File: src/rtl/calc_pkg.sv
// Shared types for the calculator datapath: entry-sequencer states and the
// status-LED phase encoding.
package calc_pkg;

    typedef enum logic [2:0] {
        ENTER_A  = 3'd0,
        ENTER_B  = 3'd1,
        ENTER_OP = 3'd2,
        EXEC     = 3'd3,
        SHOW     = 3'd4
    } entry_state_t;

    localparam logic [1:0] PHASE_A    = 2'd0;
    localparam logic [1:0] PHASE_B    = 2'd1;
    localparam logic [1:0] PHASE_OP   = 2'd2;
    localparam logic [1:0] PHASE_SHOW = 2'd3;

    // EXEC and SHOW share the SHOW phase on the LEDs.
    function automatic logic [1:0] phase_of(input entry_state_t s);
        logic [1:0] p;
        case (s)
            ENTER_A:  p = PHASE_A;
            ENTER_B:  p = PHASE_B;
            ENTER_OP: p = PHASE_OP;
            EXEC:     p = PHASE_SHOW;
            SHOW:     p = PHASE_SHOW;
            default:  p = PHASE_A;
        endcase
        return p;
    endfunction

endpackage

File: src/rtl/button_debouncer.sv
// Two-flop synchroniser, stability counter and rising-edge detector for one
// bouncy push-button; press fires on the same edge the level is accepted.
module button_debouncer #(
    parameter int DEB_CYCLES = 500000
) (
    input  logic clk,
    input  logic rst,
    input  logic raw,
    output logic level,
    output logic press
);

    localparam int CW = $clog2(DEB_CYCLES);
    localparam logic [CW-1:0] COUNT_MAX = CW'(DEB_CYCLES - 1);

    logic          sync1_r;
    logic          sync2_r;
    logic          level_r;
    logic          press_r;
    logic [CW-1:0] count_r;
    logic [CW-1:0] count_s;
    logic          level_s;
    logic          press_s;

    // Count consecutive samples that disagree with the accepted level.
    always_comb begin
        count_s = count_r;
        level_s = level_r;
        press_s = 1'b0;
        if (sync2_r == level_r) begin
            count_s = {CW{1'b0}};
        end else if (count_r == COUNT_MAX) begin
            level_s = sync2_r;
            count_s = {CW{1'b0}};
            press_s = sync2_r;
        end else begin
            count_s = count_r + CW'(1'b1);
        end
    end

    // Synchroniser and debounce state registers.
    always_ff @(posedge clk or posedge rst) begin
        if (rst) begin
            sync1_r <= 1'b0;
            sync2_r <= 1'b0;
            level_r <= 1'b0;
            press_r <= 1'b0;
            count_r <= {CW{1'b0}};
        end else begin
            sync1_r <= raw;
            sync2_r <= sync1_r;
            level_r <= level_s;
            press_r <= press_s;
            count_r <= count_s;
        end
    end

    assign level = level_r;
    assign press = press_r;

endmodule

File: src/rtl/operand_entry_fsm.sv
// Operand entry sequencer: captures A, B and the operation select from the
// board switches on successive debounced presses, then pulses exec once.
module operand_entry_fsm
    import calc_pkg::*;
#(
    parameter int M          = 6,
    parameter int DEB_CYCLES = 500000
) (
    input  logic         clk,
    input  logic         rst,
    input  logic [M-1:0] sw,
    input  logic [3:0]   op_sw,
    input  logic         btn_next,
    input  logic         btn_clear,
    output logic [M-1:0] a,
    output logic [M-1:0] b,
    output logic [3:0]   sel,
    output logic         exec,
    output logic [1:0]   phase
);

    logic [M-1:0] sw_sync1_r;
    logic [M-1:0] sw_sync2_r;
    logic [3:0]   op_sync1_r;
    logic [3:0]   op_sync2_r;

    logic         next_level_s;
    logic         next_press_s;
    logic         clear_level_s;
    logic         clear_press_s;
    logic         next_go_s;
    logic         clear_go_s;

    entry_state_t state_r;
    entry_state_t state_s;
    logic [M-1:0] a_r, a_s;
    logic [M-1:0] b_r, b_s;
    logic [3:0]   sel_r, sel_s;
    logic         exec_r, exec_s;
    logic [1:0]   phase_r, phase_s;

    button_debouncer #(.DEB_CYCLES(DEB_CYCLES)) u_next (
        .clk   (clk),
        .rst   (rst),
        .raw   (btn_next),
        .level (next_level_s),
        .press (next_press_s)
    );

    button_debouncer #(.DEB_CYCLES(DEB_CYCLES)) u_clear (
        .clk   (clk),
        .rst   (rst),
        .raw   (btn_clear),
        .level (clear_level_s),
        .press (clear_press_s)
    );

    // A press always coincides with its accepted level going high.
    assign next_go_s  = next_press_s && next_level_s;
    assign clear_go_s = clear_press_s && clear_level_s;

    // Operand and operation switch synchronisers.
    always_ff @(posedge clk or posedge rst) begin
        if (rst) begin
            sw_sync1_r <= {M{1'b0}};
            sw_sync2_r <= {M{1'b0}};
            op_sync1_r <= 4'd0;
            op_sync2_r <= 4'd0;
        end else begin
            sw_sync1_r <= sw;
            sw_sync2_r <= sw_sync1_r;
            op_sync1_r <= op_sw;
            op_sync2_r <= op_sync1_r;
        end
    end

    // State and registered outputs.
    always_ff @(posedge clk or posedge rst) begin
        if (rst) begin
            state_r <= ENTER_A;
            a_r     <= {M{1'b0}};
            b_r     <= {M{1'b0}};
            sel_r   <= 4'd0;
            exec_r  <= 1'b0;
            phase_r <= PHASE_A;
        end else begin
            state_r <= state_s;
            a_r     <= a_s;
            b_r     <= b_s;
            sel_r   <= sel_s;
            exec_r  <= exec_s;
            phase_r <= phase_s;
        end
    end

    // Next-state logic; clear overrides next in every state, EXEC never waits.
    always_comb begin
        state_s = state_r;
        if (clear_go_s) begin
            state_s = ENTER_A;
        end else begin
            case (state_r)
                ENTER_A:  if (next_go_s) state_s = ENTER_B;  else state_s = ENTER_A;
                ENTER_B:  if (next_go_s) state_s = ENTER_OP; else state_s = ENTER_B;
                ENTER_OP: if (next_go_s) state_s = EXEC;     else state_s = ENTER_OP;
                EXEC:     state_s = SHOW;
                SHOW:     if (next_go_s) state_s = ENTER_A;  else state_s = SHOW;
                default:  state_s = ENTER_A;
            endcase
        end
    end

    // Output next values, decoded from the next state so exec lines up with EXEC.
    always_comb begin
        a_s     = a_r;
        b_s     = b_r;
        sel_s   = sel_r;
        exec_s  = (state_s == EXEC);
        phase_s = phase_of(state_s);
        if (clear_go_s) begin
            a_s   = {M{1'b0}};
            b_s   = {M{1'b0}};
            sel_s = 4'd0;
        end else begin
            case (state_r)
                ENTER_A:  if (next_go_s) a_s   = sw_sync2_r; else a_s   = a_r;
                ENTER_B:  if (next_go_s) b_s   = sw_sync2_r; else b_s   = b_r;
                ENTER_OP: if (next_go_s) sel_s = op_sync2_r; else sel_s = sel_r;
                default:  a_s = a_r;
            endcase
        end
    end

    assign a     = a_r;
    assign b     = b_r;
    assign sel   = sel_r;
    assign exec  = exec_r;
    assign phase = phase_r;

endmodule

File: config.mk
export PLATFORM = sky130hd
export DESIGN_NAME = operand_entry_fsm
export DESIGN_NICKNAME = d
export VERILOG_FILES = /design/src/rtl/calc_pkg.sv /design/src/rtl/button_debouncer.sv /design/src/rtl/operand_entry_fsm.sv
export SDC_FILE = /design/constraint.sdc
export NUM_CORES = 1
export LEC_CHECK = 0
export BUFFER_PORTS_ARGS = -buffer_cell sky130_fd_sc_hd__buf_2
export CAP_MARGIN = 20
export CORE_AREA = 5 5 118 64
export DETAILED_ROUTE_END_ITERATION = 10
export DIE_AREA = 0 0 123 69
export GPL_ROUTABILITY_DRIVEN = 0
export GPL_TIMING_DRIVEN = 0
export PLACE_DENSITY_LB_ADDON = 0.15
export SYNTH_ARGS = -nofsm -noshare
export SYNTH_HDL_FRONTEND = slang
export SYNTH_SLANG_ARGS = --single-unit
File: constraint.sdc
create_clock -name clk -period 3.5 [get_ports clk]
set_clock_uncertainty 0.15 [all_clocks]
set_input_delay 0.35 -clock clk [delete_from_list [all_inputs] [get_ports clk]]
set_output_delay 0.35 -clock clk [all_outputs]
set_load 0.01 [all_outputs]
Word-level counts from Yosys, hierarchy flattened
Cells that the tools add are included.
{"block": "totals", "register_bits": 88, "wordCells": 72, "inputBits": 14, "out_inout_bits": 19}
{"block": "op_classes", "reduce_logical": 13, "n_addsub": 2, "bitwise": 2, "eq_ne": 12, "mux": 23}
{"operator": "2-to-1 mux 19 bit", "n": 4}
{"operator": "adder 19 x 1 -> 19 bit (second input constant)", "n": 2}
{"operator": "equality test 19 bit (second input constant)", "n": 2}
{"operator": "2-to-1 mux 6 bit", "n": 5}
{"operator": "one-hot mux 3 bit (5 select lines)", "n": 1}
{"operator": "equality test 3 x 2 -> 1 bit (second input constant)", "n": 4}
{"operator": "2-to-1 mux 4 bit", "n": 3}
{"operator": "AND reduction 2 bit", "n": 5}
{"operator": "nonzero test 2 bit", "n": 4}
{"operator": "equality test 3 x 1 -> 1 bit (second input constant)", "n": 2}
{"operator": "equality test 3 bit (second input constant)", "n": 2}
{"operator": "2-to-1 mux 1 bit", "n": 6}
{"operator": "2-to-1 mux 3 bit", "n": 2}
{"operator": "one-hot mux 2 bit (3 select lines)", "n": 1}
{"operator": "zero test 3 bit", "n": 1}
{"operator": "equality test 1 bit", "n": 2}
{"operator": "logical AND 1 bit", "n": 2}
{"operator": "2-to-1 mux 2 bit", "n": 1}
{"operator": "NOT 1 bit", "n": 2}
{"operator": "OR reduction 2 bit", "n": 1}

Logic depth before layout (Yosys ltp)
Gate-level depths: netlist (run 1).
{"block": "logic_depth", "ltp_word": 7, "depth_mapped": 6, "ltp_nobuf": 5}

Cells and area by module
From an unflattened synthesis (run 1), not the netlist that was laid out.
{"block": "hier_totals", "cells_unflattened": 330, "area_unflattened_um2": 3824.9}
{"module": "button_debouncer", "area_per_inst_um2": 1153.6, "instances": 2, "cells_per_inst": 108}
{"module": "operand_entry_fsm", "area_per_inst_um2": 1517.7, "instances": 1, "cells_per_inst": 114}

Worst setup path after synthesis (run 1)
OpenSTA, ideal clock, no wires.
{"block": "synth_path", "path_kind": "register to register", "from": "register u_next.count_r[0]", "to": "register u_next.level_r, in the netlist u_next.level", "slack_ns": 1.540, "path_stages_with_launch": 5, "arrival_time_ns": 1.685, "cell_sequence": "dfrtp_1 -> ha_1 -> nand4_2 -> or4_4 -> mux2_4"}
{"block": "synth_via", "elab_chain_cells": 2}
{"element": "from (decl)", "line_no": "button_debouncer.sv:20", "source": "logic [CW-1:0] count_r;"}
{"element": "from (signal assigned)", "line_no": "button_debouncer.sv:48", "source": "count_r <= {CW{1'b0}};"}
{"element": "from (signal assigned)", "line_no": "button_debouncer.sv:54", "source": "count_r <= count_s;"}
{"element": "equality test 19 bit", "line_no": "button_debouncer.sv:32", "source": "end else if (count_r == COUNT_MAX) begin"}
{"element": "AND reduction 2 bit (no line)"}
{"element": "to (signal assigned)", "line_no": "button_debouncer.sv:52", "source": "level_r <= level_s;"}
{"element": "to (decl)", "line_no": "button_debouncer.sv:18", "source": "logic level_r;"}
No other way between the ends.
A chain may end at the register's enable or synchronous reset.

Worst setup path in the final report (run 1)
{"block": "layout_path", "from": "register u_clear.count_r[5]", "to": "register u_clear.count_r[14]"}
{"block": "layout_via", "elab_chain_cells": 3, "word_cells_on_any_way": 4, "classes_between": "1 x add/sub; 1 x eq/ne; 2 x mux"}
{"element": "from (decl)", "line_no": "button_debouncer.sv:20"}
{"element": "from (signal assigned)", "line_no": "button_debouncer.sv:48"}
{"element": "from (signal assigned)", "line_no": "button_debouncer.sv:54"}
{"element": "adder 19 x 1 -> 19 bit / equality test 19 bit (equally long branches)", "line_no": "button_debouncer.sv:37, button_debouncer.sv:32"}
{"element": "2-to-1 mux 19 bit (*)", "line_no": "button_debouncer.sv:32"}
{"element": "2-to-1 mux 19 bit (*)", "line_no": "button_debouncer.sv:30", "source": "if (sync2_r == level_r) begin"}
{"element": "net u_clear.count_s[14]", "line_no": "button_debouncer.sv:21", "source": "logic [CW-1:0] count_s;"}
Mark *: on every way through the listed nets, which the timed path passes. The rest lies on a longest branch.

==> metrics.cfg, run 1 <==
[yosys]
synth_edf_count=0
async_reset_ff_share_pct=100
syn_nets=331
yosys_warnings=0
avgSynthCellArea_um2=11.5
synth_area_um2=3620
syn_inst=315
seq_area_frac_synth_pct=60.8
yosysUniqueCellTypes=44
synthFlopType=dfrtp_1
synth_seq_cells=88

[detailed_routing]
dr.pass1.iters=4
ant_nets=0
viasPerCell=5.18
dr.first_iter.drc_count=131
via_count=2430
drc=0
drt-total-wl_um=7000
route.detailed.wl_per_inst_um=14.9

[cells_and_area]
drive_gt1_share_pct=17.2
utilization_pct=67.5
synthToLayoutAreaGrowth_pct=19.8
multi_input_area_um2=1350
postLayoutCellArea_um2=4340
nets=388
seq_area_um2=2200
diodes=0
stdcell_count=469
fillCellCount=489

[global_routing]
grt_max_degree=53
antenna_found_initial=0
grt_usage_pct=18.5
grt_overflow=0
grt_pass1_wl_um=12200
grt_pass1_vias=2420

[outcome]
outcome=complete, no violations

[clocking]
cts_max_level=3
cts_resized=0
clk_latency_ps=340
clockBufferDepth=2
clk_pin_slew_ps=60
numCtsBuffers=9
cts_hold_buf=13
cts_tree=yes
post_cts_buffers=0
clock_sinks=88
cts_root_buffer=clkbuf_16

[power_and_ir_drop]
ir_drop_mv=0.261
power.density_nw_per_um2=463
p_leak_nw=1.95
finalPower_mw=2.01

[setup_path]
cp_data_required_time_ps=3570
crit_path_start_kind=flip-flop
worstPathMaxFanout=10
critical_path_class=reg -> reg
critical_path.endpoint_type=flip-flop
arrival_ps=2430

[sta]
setup_slack_ps=1140
drv_slew=0
finalHoldViolCount=0
rsz0062_at_grt=false
fin_crit_ps=2360
period_share_pct=67.4
slew_headroom_pct=45.2
tightest_slew_ps=815
max_freq_mhz=424
setup_viol_count_final=0

[place]
dp.cells=440
place.detailed.hpwl_um=4800
io_buffers=32
placed_area_um2=3930
pre_cts_ws_ps=1260

[floorplan]
core_um2=6440
io_pins=33
die_area_um2=8490
num_rows=21
start_util_pct=56.3
dieWidth_um=123
die_height_um=69

[run]
max_cap_violations=0

[min_path]
hold_path.class=reg -> reg

==> synthesized netlist by cell type, drive strengths merged (3+ instances only) <==
library cell,number,area (um^2)
dfrtp,88,2200
a21oi,6,30.0
or4,4,33.8
nand2b,4,25.0
nor4,12,87.6
mux2,3,37.5
clkbuf,6,22.5
nand2,17,63.8
nor3,11,60.1
nand3,13,65.1
o21ai,3,15.0
or2,3,18.8
inv,9,33.8
nor2,54,203
xor2,6,52.6
nand4,10,68.8
mux2i,17,170
and2,3,18.8
xnor2,23,201
==> power breakdown <==
| part | total (mW) | internal [mW] | switching (mW) |
|---|---|---|---|
| combinational | 0.0630 | 0.0273 | 0.0358 |
| sequential | 1.05 | 1.04 | 0.0113 |
| clock | 0.900 | 0.501 | 0.399 |
| total | 2.01 | 1.56 | 0.446 |
==> layout by cell type (no fill, tap or decap), types with 2 or more instances in the layout <==
cell	synthesis	routed
clkbuf_1	6	6
dlygate4sd3_1	0	13
xnor2_1	23	23
mux2_2	2	2
dfrtp_1	88	88
clkinv_4	0	2
o21ai_0	3	3
nand2b_1	4	4
clkbuf_16	0	9
nand3_1	13	13
mux2i_1	17	17
or3_1	2	2
buf_2	1	33
a21oi_1	6	6
xor2_1	6	6
nor4_2	2	2
or4_1	3	3
clkinvlp_4	0	3
and2_1	3	3
nor3_1	10	10
ha_1	2	2
nand3b_1	2	2
or2_2	2	2
nor4_1	10	10
nand4_1	9	9
inv_1	9	8
nand2_1	17	17
nor2_1	54	54
nor3b_1	2	2
==> cells by family (layout without fill, tap and decap cells) <==
family	Yosys count	in the layout	synth area share, %
AOI/OAI and AO/OA	15	15	3.07
and+or+nand+nor	144	144	20.8
muxes	20	20	5.73
buffers and inverters	17	79	1.90
xor gates and xnor gates	29	29	7.01
DFF	88	88	60.8
adders and majority gates	2	2	0.690
==> worst max-delay path, cell delays in order, from the launching register on <==
cell,delay (ps)
dfrtp_1,370
clkbuf_1,190
nor4_1,390
nand4_1,200
o21bai_1,530
buf_2,340
nor2_1,80
==> layout make-up <==
type,count,share of cell area [%]
Buffer,8,0.806
Clock inverter,6,1.04
Multi-Input combinational cell,210,31.2
Tap cell,92,2.65
Timing Repair Buffer,46,7.32
Inverter,9,0.835
Sequential cell,88,50.7
Clock buffer,10,5.50
==> state kept, by name, summed over array words and instances, names as in the netlist, 2 cells and up <==
signal / count
u_clear.count_r: 19
u_next.count_r: 19
a: 6
b: 6
sw_sync1_r: 6
sw_sync2_r: 6
op_sync1_r: 4
op_sync2_r: 4
sel: 4
state_r: 3
phase: 2
==> per-layer routing <==
layer	vias up	part of all wire, %	global-route usage [%]
met5	-	0	0
met4	0	1.4	5.89
met3	12	4.6	5.15
met2	45	42	25.0
met1	1176	52	28.7
li1	1197	-	-
==> final timing paths <==
path | cells past startpoint | slack, ps | to | start
setup / recovery | 6 | 1140 | u_clear.count_r[14]$_DFF_PP0_ | u_clear.count_r[5]$_DFF_PP0_
hold / removal | 0 | 200 | sw_sync2_r[4]$_DFF_PP0_ | sw_sync1_r[4]$_DFF_PP0_
setup reg to reg | 6 | 1140 | u_clear.count_r[14]$_DFF_PP0_ | u_clear.count_r[5]$_DFF_PP0_
hold reg to reg | 0 | 200 | sw_sync2_r[4]$_DFF_PP0_ | sw_sync1_r[4]$_DFF_PP0_
max in group asynchronous | 4 | 2180 | u_next.count_r[9]$_DFF_PP0_ | rst
min in group asynchronous | 3 | 430 | sw_sync2_r[3]$_DFF_PP0_ | rst
==> stage by stage <==
step	setup TNS (ps)	hold WS, ps
finish	0	197
global route	0	202
CTS	0	199
detailed placement	0	185
global placement	-19820	181
floorplan	0	181
Power figures use the tool's default switching activity.
==> run 2: changes to the inputs <==
--- a/config.mk
+++ b/config.mk
@@ -7,9 +7,9 @@
 export LEC_CHECK = 0
 export BUFFER_PORTS_ARGS = -buffer_cell sky130_fd_sc_hd__buf_2
 export CAP_MARGIN = 20
-export CORE_AREA = 5 5 118 64
+export CORE_AREA = 5 5 123 67
 export DETAILED_ROUTE_END_ITERATION = 10
-export DIE_AREA = 0 0 123 69
+export DIE_AREA = 0 0 128 72
 export GPL_ROUTABILITY_DRIVEN = 0
 export GPL_TIMING_DRIVEN = 0
 export PLACE_DENSITY_LB_ADDON = 0.15
==> constraint.sdc (replaced) <==
create_clock -name clk -period 1.9 [get_ports clk]
set_clock_uncertainty 0.15 [all_clocks]
set_input_delay 0.19 -clock clk [delete_from_list [all_inputs] [get_ports clk]]
set_output_delay 0.19 -clock clk [all_outputs]
set_load 0.01 [all_outputs]
==> run 2 against run 1 <==
Cell area grew 6.1%. Sequential power grew 85%. Core utilization shrank 2.1 points. Flip-flop and latch count is the same. Sequential share of layout area shrank 2.7 points. Via count grew 2.5%. Die area grew 8.6%. Non-clock buffer count grew 15. Worst hold slack is essentially flat.
==> metrics.cfg, run 2 (synthesis results as in run 1) <==
[cells_and_area]
nets=403  ; was 388
top_regs=u_clear.count_r: 19 flops, u_next.count_r: 19 flops  ; unchanged
mostFrequentLayoutCells=dfrtp_1, nor2_1, buf_2, xnor2_1  ; unchanged
stdcell_count=488  ; was 469
diodes=0  ; unchanged
drive_gt1_share_pct=26.3  ; was 17.2%
mostFrequentLayoutCell=dfrtp_1  ; unchanged
synthToLayoutAreaGrowth_pct=27.2  ; was 19.8%

[global_routing]
grt_overflow=0  ; unchanged
antenna_found_initial=0  ; unchanged
grt_usage_pct=17.4  ; was 18.5%
grt_max_degree=41  ; was 53
grt_pass1_wl_um=12400  ; was 12200 um
grt_pass1_vias=2420  ; unchanged

[sta]
slew_headroom_pct=68.1  ; was 45.2%
finalHoldViolCount=0  ; unchanged
period_share_pct=98.5  ; was 67.4%
rsz0062_at_grt=true  ; was false
drv_slew=0  ; unchanged
setup_viol_count_final=0  ; unchanged
fin_crit_ps=1870  ; was 2360 ps
tightest_slew_ps=479  ; was 815 ps
max_freq_mhz=534  ; was 424 MHz

[place]
place.detailed.hpwl_um=4810  ; was 4800 um
io_buffers=32  ; unchanged
dp.cells=445  ; was 440

[floorplan]
io_pins=33  ; unchanged
die_area_um2=9220  ; was 8490 um^2
num_rows=22  ; was 21
die_height_um=72  ; was 69 um
start_util_pct=51.4  ; was 56.3%
core_um2=7050  ; was 6440 um^2
dieWidth_um=128  ; was 123 um

[setup_path]
critical_path_class=reg -> reg  ; unchanged
crit_path_start_kind=flip-flop  ; unchanged
cp_top_family=simple AND/OR/NAND/NOR gates  ; unchanged
r2r-end=u_next.level$_DFFE_PP0P_  ; was u_clear.count_r[14]$_DFF_PP0_
crit_buf_inv=0  ; was 2
critical_path.endpoint_type=flip-flop  ; unchanged
slowest_delay_ps=470  ; was 530 ps
reg2reg_slack_ps=30  ; was 1140 ps
crit_cells=4  ; was 6
arrival_ps=1950  ; was 2430 ps
cp_data_required_time_ps=1970  ; was 3570 ps
crit_slowest_cell=or4_4  ; was o21bai_1
worstPathMaxFanout=4  ; was 10
reg2reg_depth=4  ; was 6
path_cells=nor4_2 -> nand2_1 -> or4_4 -> mux2_4  ; was clkbuf_1 -> nor4_1 -> nand4_1 -> o21bai_1 -> buf_2 -> nor2_1
r2r-start=u_next.count_r[7]$_DFF_PP0_  ; was u_clear.count_r[5]$_DFF_PP0_

[clocking]
numCtsBuffers=9  ; unchanged
clk_latency_ps=340  ; about the same
clk_pin_slew_ps=60  ; about the same
cts_root_buffer=clkbuf_16  ; unchanged
cts_max_level=3  ; unchanged
cts_tree=yes  ; unchanged
clockBufferDepth=2  ; unchanged
clock_sinks=88  ; unchanged

[power_and_ir_drop]
ir_drop_mv=0.665  ; was 0.261 mV
p_leak_nw=2.07  ; was 1.95 nW
power.density_nw_per_um2=802  ; was 463 nW/um^2
finalPower_mw=3.70  ; was 2.01 mW

[detailed_routing]
viasPerCell=5.10  ; was 5.18
dr.pass1.iters=4  ; unchanged
via_count=2491  ; was 2430
dr.first_iter.drc_count=152  ; was 131
route.detailed.wl_per_inst_um=15.0  ; was 14.9 um
drc=0  ; unchanged
drt-total-wl_um=7300  ; was 7000 um
ant_nets=0  ; unchanged

[min_path]
min_to=op_sync2_r[2]$_DFF_PP0_  ; was sw_sync2_r[4]$_DFF_PP0_
whs_path_depth=0  ; unchanged
hold_path.class=reg -> reg  ; unchanged
hp-start=op_sync1_r[2]$_DFF_PP0_  ; was sw_sync1_r[4]$_DFF_PP0_

[run]
max_cap_violations=0  ; unchanged

[outcome]
outcome=complete, no violations  ; unchanged

## run 2: routing by layer
layer  part of all wire (%)  track usage, %  wire length, um
met1                     51            26.8             3750
met2                     41            22.4             2970
met3                    6.8            6.62              498
met4                    1.2            5.18               85
met5                      0               0                0
## run 2: where the power goes
| group | internal [mW] | total [mW] | leakage [nW] | switching [mW] |
|---|---|---|---|---|
| logic | 0.0669 | 0.139 | 0.782 | 0.0725 |
| clock network | 0.924 | 1.62 | 0.129 | 0.696 |
| registers | 1.91 | 1.94 | 1.15 | 0.0267 |
## run 2: metrics by stage
step / setup slack, ps / hold WS [ps] / area [um^2] / util [%] / TNS (ps)
global route: -100 / 199 / 4610 / 65.4 / -185
finish: 27.7 / 197 / 4610 / 65.4 / 0
global placement: -325 / 147 / 3920 / 55.6 / -10060
detailed placement: -329 / 69.8 / 3960 / 56.2 / -5320
floorplan: 19.2 / 71.4 / 3640 / - / 0
CTS: 3.32 / 199 / 4430 / 62.9 / 0
## run 2: cell type report
class / count / area [um^2]
Clock buffer: 12 / 246
Sequential cell: 88 / 2210
Tap cell: 96 / 120
Fill cell: 546 / 2440
Clock inverter: 4 / 28.8
Inverter: 9 / 37.5
Multi-Input combinational cell: 210 / 1470
Timing Repair Buffer: 63 / 454
Buffer: 6 / 36.3
## run 2: how the worst max path moves through the flow
| stage | start | endpoint | slack [ps] |
|---|---|---|---|
| 5_1_grt | u_clear.count_r[9]$_DFF_PP0_ | u_clear.level$_DFFE_PP0P_ | -100 |
| 4_1_cts | u_clear.count_r[9]$_DFF_PP0_ | u_clear.level$_DFFE_PP0P_ | 3 |
| 3_3_place_gp | u_clear.count_r[5]$_DFF_PP0_ | u_clear.count_r[12]$_DFF_PP0_ | -320 |
| 3_5_place_dp | u_clear.count_r[5]$_DFF_PP0_ | u_clear.count_r[16]$_DFF_PP0_ | -330 |
| 2_1_floorplan | u_next.count_r[0]$_DFF_PP0_ | u_next.level$_DFFE_PP0P_ | 20 |
| 6_report | u_next.count_r[7]$_DFF_PP0_ | u_next.level$_DFFE_PP0P_ | 30 |
## run 2: what timing repair did
action                     4_1_cts  5_1_grt
gates cloned                     0        1
hold buffers                    13        0
pin swaps                        5        7
hold endpoints to repair        31        0
buffers inserted                 5       10
setup endpoints to repair       33       45
resized for setup               11       23
